==> config.mk <==
export PLATFORM = sky130hd
export DESIGN_NAME = y_serial_arbiter
export DESIGN_NICKNAME = d
export VERILOG_FILES = /design/src/rtl/y_serial_arbiter.sv
export SDC_FILE = /design/constraint.sdc
export NUM_CORES = 1
export LEC_CHECK = 0
export BUFFER_PORTS_ARGS = -buffer_cell sky130_fd_sc_hd__clkbuf_2
export CAP_MARGIN = 10
export CORE_MARGIN = 4
export CORE_UTILIZATION = 40
export CTS_BUF_LIST = sky130_fd_sc_hd__clkbuf_8
export CTS_CLUSTER_DIAMETER = 50
export DETAILED_ROUTE_END_ITERATION = 7
export PLACE_DENSITY = 0.65
export SYNTH_ARGS = -nofsm -noshare
export SYNTH_HDL_FRONTEND = slang
export SYNTH_SLANG_ARGS = --single-unit
==> constraint.sdc <==
create_clock -name clk -period 2.3 [get_ports clk]
set_input_delay 0.23 -clock clk [delete_from_list [all_inputs] [get_ports clk]]
set_output_delay 0.23 -clock clk [all_outputs]
set_load 0.01 [all_outputs]
==> src/rtl/y_serial_arbiter.sv <==
// Two-requester round-robin arbiter that serialises the granted WIDTH-bit
// pattern MSB-first onto Y, with a one-cycle done pulse per transfer.
module y_serial_arbiter #(
  parameter int unsigned WIDTH  = 8,
  parameter logic        IDLE_Y = 1'b1
) (
  input  logic             clk,
  input  logic             reset,
  input  logic             req0,
  input  logic [WIDTH-1:0] data0,
  input  logic             req1,
  input  logic [WIDTH-1:0] data1,
  output logic             Y,
  output logic             y_valid,
  output logic [1:0]       gnt,
  output logic             busy,
  output logic             done
);

  localparam int unsigned CNT_W = $clog2(WIDTH);

  typedef enum logic [1:0] {
    IDLE  = 2'd0,
    SHIFT = 2'd1,
    DONE  = 2'd2
  } state_t;

  state_t           state;
  logic [WIDTH-2:0] rest;     // bits still to be sent; the current bit lives in Y
  logic [CNT_W-1:0] cnt;
  logic             rr_last;  // requester served by the last completed transfer

  logic             pick1_c;
  logic [WIDTH-1:0] sel_data_c;

  // Requester 1 wins when alone, or on a tie when requester 0 was served last.
  assign pick1_c    = req1 & (~req0 | ~rr_last);
  assign sel_data_c = pick1_c ? data1 : data0;

  always_ff @(posedge clk) begin
    if (reset) begin
      state   <= IDLE;
      rest    <= '0;
      cnt     <= '0;
      rr_last <= 1'b1;
      Y       <= IDLE_Y;
      y_valid <= 1'b0;
      gnt     <= 2'b00;
      busy    <= 1'b0;
      done    <= 1'b0;
    end else begin
      case (state)
        IDLE: begin
          if (req0 | req1) begin
            state   <= SHIFT;
            gnt     <= pick1_c ? 2'b10 : 2'b01;
            Y       <= sel_data_c[WIDTH-1];
            rest    <= sel_data_c[WIDTH-2:0];
            cnt     <= CNT_W'(WIDTH - 1);
            y_valid <= 1'b1;
            busy    <= 1'b1;
          end
        end
        SHIFT: begin
          if (cnt == '0) begin
            state   <= DONE;
            Y       <= IDLE_Y;
            y_valid <= 1'b0;
            done    <= 1'b1;
          end else begin
            Y    <= rest[WIDTH-2];
            rest <= rest << 1;
            cnt  <= cnt - CNT_W'(1);
          end
        end
        DONE: begin
          state   <= IDLE;
          rr_last <= gnt[1];
          gnt     <= 2'b00;
          busy    <= 1'b0;
          done    <= 1'b0;
        end
        default: begin
          state   <= IDLE;
          Y       <= IDLE_Y;
          y_valid <= 1'b0;
          gnt     <= 2'b00;
          busy    <= 1'b0;
          done    <= 1'b0;
        end
      endcase
    end
  end

endmodule

==> flow_metrics.env, run 1 <==
export IMPL_final_common_cell="clkbuf_2"
export IMPL_postRouteAntennaNets=0
export IMPL_p_leak_uw=0.000462
export IMPL_final_setup_viol_count=0
export IMPL_rsz0062_at_grt="false"
export IMPL_cts_num_sinks=19
export IMPL_die_w_um=55.8
export IMPL_use_met1_pct=17.2
export IMPL_grt_total_usage_pct=13.6
export IMPL_drtPass1Iterations=4
export IMPL_dieArea_um2=3110
export IMPL_synth_avg_cell_area_um2=8.87
export IMPL_rows=17
export IMPL_grt_overflow=0
export IMPL_fin_crit_sh_pct=75.2
export IMPL_synth_fp_nets=125
export IMPL_totalNegativeSetupSlack_ns=0
export IMPL_holdBufCountCts=0
export IMPL_dpl_instance_area_um2=1040
export IMPL_hpwl_um=1460
export IMPL_clockRootBuffer="clkbuf_8"
export IMPL_fin_util_pct=49.4
export IMPL_grtUsageMet2_pct=21.6
export IMPL_final_cell_mix="25 x clkbuf_2, 19 x dfxtp_1, 12 x nor2_1"
export IMPL_worst_setup_path_end_kind="register"
export IMPL_numCtsBuffers=3
export IMPL_h_tree_depth=1
export IMPL_fin_nets=149
export IMPL_ios=26
export IMPL_tightestPinTransition_ns=0.815
export IMPL_synth_cell_types=31
export IMPL_synthFlopType="dfxtp_1"
export IMPL_drc=0
export IMPL_grt_pass1_wl_um=3380
export IMPL_wl_um=2050
export IMPL_drt_vias_per_instance=5.36
export IMPL_cpMaxStageDelayCell="mux2_1"
export IMPL_grt_max_degree=20
export IMPL_port_buffers=25
export IMPL_worstSetupPathType="register to register"
export IMPL_antenna_found_initial=0
export IMPL_post_cts_resized=0
export IMPL_place_gp_congestion=0.778
export IMPL_vias=826
export IMPL_crit_arrival_ns=1.92
export IMPL_syn_area_um2=913
export IMPL_wl_per_cell_um=13.3
export IMPL_path_common_cell="ha_1"
export IMPL_hp_class="input port to register"
export IMPL_initial_core_util_pct=41.7
export IMPL_first_iter_violations=15
export IMPL_synth_cells=103
export IMPL_top_usage_layer="met2"
export IMPL_worstPathCellList="inv_1, ha_1, ha_1, a21oi_2, o31ai_2, mux2_1, nor2_1"
export IMPL_yosysWarnings=0
export IMPL_synth_edf_count=0
export IMPL_cts_setup_buffers=0
export IMPL_slew_headroom_pct=45.4
export IMPL_synthArstFlopShare_pct=0
export IMPL_cts_path_max_buffers=2
export IMPL_grt_pass1_vias=755
export IMPL_skew_ns=0.00162
export IMPL_status="finished, final reports clean"
export IMPL_timing_fmax_mhz=578
export IMPL_cp_required_ns=2.49
export IMPL_start_kind="register"
export IMPL_cp_max_fo=11
export IMPL_finalCriticalPeriod_ns=1.73
export IMPL_critical_path_max_stage_delay_ns=0.35
export IMPL_seq_area_frac_synth_pct=41.6
export IMPL_synth_seq_cells=19
export IMPL_vdd_drop_max_v=0.000403
export IMPL_power_density_nw_per_um2=785
export IMPL_chipHeight_um=55.8
export IMPL_fin_area_um2=1080
export IMPL_cap_violations=0
export IMPL_coreArea_um2=2190
export IMPL_cts_tree="yes"
export IMPL_n_antenna_cell=0
export IMPL_met3_usage_pct=4.87
export IMPL_clock_latency_ns=0.26
export IMPL_area_growth_pct=18.5
export IMPL_finalHoldViolCount=0
export IMPL_drive_gt1_share_pct=28.6
export IMPL_slew_viol_final=0
export IMPL_path_clk_slew_ns=0.07
-- per-layer routing --
layer,vias up,part of all wire [%]
met5,-,0
met4,0,1.2
met3,5,4.2
met2,14,49
met1,390,45
li1,417,-
-- logic make-up after synthesis --
family,after synthesis,share of synthesized area [%]
simple gates,33,16.9
buf+inv,13,6.85
fa+ha+maj,2,2.74
flops,19,41.6
compound gates,34,29.6
mux,2,2.33
-- worst max-delay path: cells and delay by family (launching register included) --
family	cells	cell delay, ns
adders and majority gates	2	0.45
AOI/OAI and AO/OA	2	0.38
muxes	1	0.35
DFF	1	0.34
and+or+nand+nor	1	0.09
buffers and inverters	1	0.05
-- state kept, by name, indices dropped and copies added, names as in the netlist --
register	flops
y_valid	1
busy	1
rest	7
cnt	3
done	1
state	2
Y	1
rr_last	1
gnt	2
-- synthesized netlist by cell type, drive strengths merged (2+ instances only) --
cell type,count,area share (%)
a21oi,10,5.9
nand2,11,4.5
buf,4,3.2
dfxtp,19,42
a31oi,6,4.1
clkbuf,2,0.82
nor2,13,5.6
a221oi,2,3.3
o21bai,2,1.6
a32oi,6,5.8
ha,2,2.7
a21boi,3,3.7
nor3,6,4.5
inv,7,2.9
-- layout make-up --
cell class / count / area (um^2)
Tap cell: 28 / 35.0
Timing Repair Buffer: 25 / 125
Multi-Input combinational cell: 71 / 470
Fill cell: 211 / 1110
Sequential cell: 19 / 380
Clock buffer: 3 / 41.3
Inverter: 7 / 26.3
Clock inverter: 1 / 3.75
-- worst paths after layout --
check	from	to	slack, ns	depth (start not counted)
worst max-delay path	cnt[0]	cnt[0]	0.57	7
worst min-delay path	data0[3]	rest[3]	0.24	3
worst max register to register	cnt[0]	cnt[0]	0.57	7
worst min register to register	rest[2]	rest[3]	0.48	2
-- through the flow --
stage	power, uW	setup WS [ns]	hold slack, ns	std cells
2_1_floorplan	574	0.765	0.408	103
3_3_place_gp	623	0.663	0.457	150
3_5_place_dp	628	0.582	0.473	150
4_1_cts	860	0.561	0.245	154
5_1_grt	905	0.452	0.262	154
6_report	850	0.571	0.245	154
-- report_power, final --
part | internal, uW | switching (uW)
logic | 92.9 | 125
clock network | 119 | 107
registers | 372 | 33.7
(Power assumes the default switching activity.)
==> run 2: changes to the inputs <==
clock period = 1.6 ns   (was 2.3 ns; I/O delays follow)
==> run 2 against run 1 <==
Sequential power increased by 42%. Power increased by 55%. Sequential cell count unchanged. Clock power increased by 41%. Largest cell class unchanged. Largest power group unchanged.
==> flow_metrics.env, run 2 (same netlist as run 1, synthesis figures left out) <==
export IMPL_status="finished, final reports clean"
export IMPL_slew_headroom_pct=68.1
export IMPL_cpMaxStageDelayCell="dfxtp_2"
export IMPL_cp_max_fo=5
export IMPL_cts_tree="yes"
export IMPL_grt_pass1_vias=866
export IMPL_grt_pass1_wl_um=3720
export IMPL_largest_register="rest"
export IMPL_fin_crit_sh_pct=94.8
export IMPL_cts_path_max_buffers=2
export IMPL_fin_util_pct=55.1
export IMPL_vias=890
export IMPL_ios=26
export IMPL_wl_per_cell_um=13.5
export IMPL_rrSetupSlack_ns=0.08
export IMPL_path_clk_slew_ns=0.06
export IMPL_final_setup_viol_count=0
export IMPL_hpwl_um=1540
export IMPL_tightestPinTransition_ns=0.475
export IMPL_final_common_cell="clkbuf_2"
export IMPL_finalHoldViolCount=0
export IMPL_drtPass1Iterations=4
export IMPL_whs_ns=0.176
export IMPL_h_tree_depth=1
export IMPL_reg_largest_list="rest: 7 flops, cnt: 3 flops"
export IMPL_worstPathCellList="inv_1, ha_2, ha_2, buf_4, nor3_4, buf_6, mux2_1, nor2_1"
export IMPL_clock_latency_ns=0.25
export IMPL_postRouteAntennaNets=0
export IMPL_numCtsBuffers=3
export IMPL_first_iter_violations=28
export IMPL_initial_core_util_pct=41.7
export IMPL_cts_num_sinks=19
export IMPL_path_common_cell="ha_2"
export IMPL_totalNegativeSetupSlack_ns=0
export IMPL_dieArea_um2=3110
export IMPL_coreArea_um2=2190
export IMPL_drt_vias_per_instance=5.36
export IMPL_chipHeight_um=55.8
export IMPL_holdBufCountCts=0
export IMPL_critical_path_max_stage_delay_ns=0.32
export IMPL_p_leak_uw=0.000523
export IMPL_die_w_um=55.8
export IMPL_worstSetupPathType="register to register"
export IMPL_cp_required_ns=1.79
export IMPL_crit_arrival_ns=1.70
export IMPL_fin_nets=161
export IMPL_antenna_found_initial=0
export IMPL_finalCriticalPeriod_ns=1.52
export IMPL_place_gp_congestion=0.766
export IMPL_worst_setup_path_end_kind="register"
export IMPL_start_kind="register"
export IMPL_wl_um=2240
export IMPL_skew_ns=0.000708
export IMPL_power_density_nw_per_um2=1090
export IMPL_drc=0
export IMPL_area_growth_pct=32.2
export IMPL_grt_overflow=0
export IMPL_vdd_drop_max_v=0.000709
export IMPL_timing_fmax_mhz=659
export IMPL_final_cell_mix="25 x clkbuf_2, 18 x dfxtp_1, 12 x nor2_1"
export IMPL_port_buffers=25
export IMPL_grt_total_usage_pct=14.7
export IMPL_n_antenna_cell=0
export IMPL_largest_reg_flops=7
export IMPL_slew_viol_final=0
export IMPL_grt_max_degree=20
export IMPL_cap_violations=0
export IMPL_hp_class="input port to register"
export IMPL_rsz0062_at_grt="false"
export IMPL_totalPowerFinal_uw=1320
export IMPL_rows=17
export IMPL_clockRootBuffer="clkbuf_8"
export IMPL_drive_gt1_share_pct=37.7
[run 2: metrics by stage]
step                      setup slack [ns]  cells  cell area, um^2
after floorplan                     0.0645    103              913
after CTS                           0.0156    161             1140
after detailed placement          0.000679    155             1070
after global placement              0.0377    155             1070
after global routing                0.0173    166             1210
final                               0.0833    166             1210
[run 2: where the power goes]
group / switching [uW] / internal [uW] / total (uW)
logic: 222 / 205 / 427
registers: 39.3 / 535 / 574
clock network: 148 / 171 / 319
[run 2: worst max-delay path, delay by kind of cell, from the launching register on]
kind          cells  cell delay [ns]
buf+inv           3             0.35
simple gates      2             0.14
flops             1             0.32
fa+ha+maj         2             0.36
mux               1             0.28
[run 2: metal layers]
layer  track usage [%]  part of all wire [%]
met4              5.56                   1.2
met3              5.10                   5.1
met5                 0                     0
met2              23.1                    50
met1              18.5                    44
[run 2: final timing paths]
kind | depth (start not counted) | from | end
hold reg to reg | 2 | cnt[1] | cnt[1]
setup reg to reg | 8 | cnt[0] | cnt[0]
hold / removal | 3 | data0[2] | rest[2]
setup / recovery | 8 | cnt[0] | cnt[0]
[run 2: layout make-up]
cell class | count | area (um^2)
clock buffers | 3 | 41.3
flip-flops and latches | 19 | 382
fillers | 202 | 983
clock inverters | 1 | 3.75
inverters | 7 | 26.3
well taps | 28 | 35.0
multi-input cells | 72 | 504
repair buffers | 36 | 215
[run 2: timing repair]
| action | in CTS | in global routing |
|---|---|---|
| cloned | 0 | 1 |
| endpoints found under the setup margin | 1 | 11 |
| pin swaps | 1 | 3 |
| buffers inserted | 2 | 4 |
| resized for setup | 1 | 7 |
==> run 3: changes to the inputs <==
clock period = 1.7 ns   (was 1.6 ns; I/O delays follow)
==> run 3 against run 2 <==
Final cell count shrank 4.2%. Register-to-register slack gained 0.03 ns. First-iteration DRC count shrank 50%. Routed wire length shrank 7.5%. Non-clock buffer count shrank 6. Count of clock-buffer cells in the layout is the same. Combinational power shrank 22%. Critical endpoint is now rest[1]. Highest routed layer unchanged.
==> flow_metrics.env, run 3 (same netlist as run 1, synthesis figures left out) <==
export IMPL_p_leak_uw=0.000489
export IMPL_layout_setup_ws_ns=0.112
export IMPL_grt_pass1_vias=767
export IMPL_antenna_found_initial=0
export IMPL_hp_class="input port to register"
export IMPL_area_growth_pct=23.6
export IMPL_largest_reg_flops=7
export IMPL_instances_no_fill=159
export IMPL_drtPass1Iterations=4
export IMPL_cts_num_sinks=19
export IMPL_slew_headroom_pct=66.6
export IMPL_port_buffers=25
export IMPL_grt_pass1_wl_um=3450
export IMPL_reg_largest_list="rest: 7 flops, cnt: 3 flops"
export IMPL_final_common_cell="clkbuf_2"
export IMPL_hpwl_um=1530
export IMPL_finalHoldViolCount=0
export IMPL_n_antenna_cell=0
export IMPL_skew_ns=0.000508
export IMPL_dp_slack_ns=0.117
export IMPL_cp_required_ns=1.87
export IMPL_place_gp_congestion=0.793
export IMPL_finalCriticalPeriod_ns=1.59
export IMPL_r2r_end="rest[1]"
export IMPL_worst_setup_path_end_kind="register"
export IMPL_numCtsBuffers=3
export IMPL_start_kind="register"
export IMPL_largest_register="rest"
export IMPL_first_iter_violations=14
export IMPL_worstSetupPathType="register to register"
export IMPL_clockRootBuffer="clkbuf_8"
export IMPL_dieArea_um2=3110
export IMPL_chipHeight_um=55.8
export IMPL_cap_violations=0
export IMPL_clock_latency_ns=0.25
export IMPL_status="finished, final reports clean"
export IMPL_path_clk_slew_ns=0.07
export IMPL_multiInputGateArea_um2=479
export IMPL_seqCellArea_um2=380
export IMPL_initial_core_util_pct=41.7
export IMPL_drt_vias_per_instance=5.32
export IMPL_cts_path_max_buffers=2
export IMPL_grt_total_usage_pct=13.7
export IMPL_ff2ff_path_depth=7
export IMPL_drc=0
export IMPL_tightestPinTransition_ns=0.500
export IMPL_nFillCells=215
export IMPL_wl_um=2070
export IMPL_final_cell_mix="25 x clkbuf_2, 19 x dfxtp_1, 12 x nor2_1"
export IMPL_rows=17
export IMPL_grt_overflow=0
export IMPL_vias=846
export IMPL_ios=26
export IMPL_postRouteAntennaNets=0
export IMPL_dpl_cell_count=155
export IMPL_h_tree_depth=1
export IMPL_min_path_cells=3
export IMPL_totalNegativeSetupSlack_ns=0
export IMPL_fin_nets=154
export IMPL_rrSetupSlack_ns=0.11
export IMPL_coreArea_um2=2190
export IMPL_fin_util_pct=51.5
export IMPL_cp_max_fo=8
export IMPL_grt_max_degree=20
export IMPL_timing_rr_start="cnt[0]"
export IMPL_cts_tree="yes"
export IMPL_holdBufCountCts=0
export IMPL_rsz0062_at_grt="false"
export IMPL_die_w_um=55.8
export IMPL_vdd_drop_max_v=0.000864
export IMPL_whs_endpoint="rest[2]"
export IMPL_min_from="data0[2]"
export IMPL_power_density_nw_per_um2=1030
export IMPL_slew_viol_final=0
export IMPL_final_setup_viol_count=0
export IMPL_fin_crit_sh_pct=93.4
export IMPL_crit_arrival_ns=1.76
export IMPL_wl_per_cell_um=13.0
export IMPL_timing_fmax_mhz=630
export IMPL_drive_gt1_share_pct=31.3
run 3: worst max-delay path, cell delays in order, from the launching register on:
cell,delay [ns]
dfxtp_1,0.34
inv_1,0.05
ha_1,0.20
ha_1,0.21
buf_4,0.16
nor3_4,0.29
nand2_1,0.10
a31oi_1,0.18
run 3: per-layer routing:
layer	share of wire (%)	track usage, %	vias to the layer above
li1	-	-	433
met1	47	18.0	391
met2	47	21.5	20
met3	4.9	5.57	2
met4	0.58	2.08	0
met5	0	0	-
run 3: cell type report:
class	instances	share of cell area, %
Multi-Input combinational cell	71	42.5
Sequential cell	19	33.7
Timing Repair Buffer	30	14.4
Clock buffer	3	3.66
Tap cell	28	3.10
Inverter	7	2.33
Clock inverter	1	0.333
run 3: how the worst max path moves through the flow:
stage / end / cells past startpoint / from
CTS: rest[1] / 7 / cnt[0]
global route: rest[3] / 7 / cnt[0]
detailed placement: rest[1] / 7 / cnt[0]
global placement: cnt[0] / 7 / cnt[0]
finish: rest[1] / 7 / cnt[0]
floorplan: rest[0] / 8 / cnt[0]
run 3: stage by stage:
stage	total power (uW)	hold slack (ns)	cell area [um^2]
finish	1170	0.190	1130
global route	1250	0.198	1130
CTS	1170	0.190	1120
detailed placement	872	0.452	1070
global placement	866	0.441	1070
floorplan	777	0.348	913
run 3: power breakdown:
group	leakage, uW	internal, uW	switching [uW]
registers	0.000157	503	32.1
logic	0.000304	146	187
clock network	0.0000269	160	139
run 3: repair_timing:
| action | CTS | global route |
|---|---|---|
| endpoints found under the setup margin | 0 | 1 |
| gates resized for setup | 0 | 1 |
| buffers inserted | 0 | 0 |
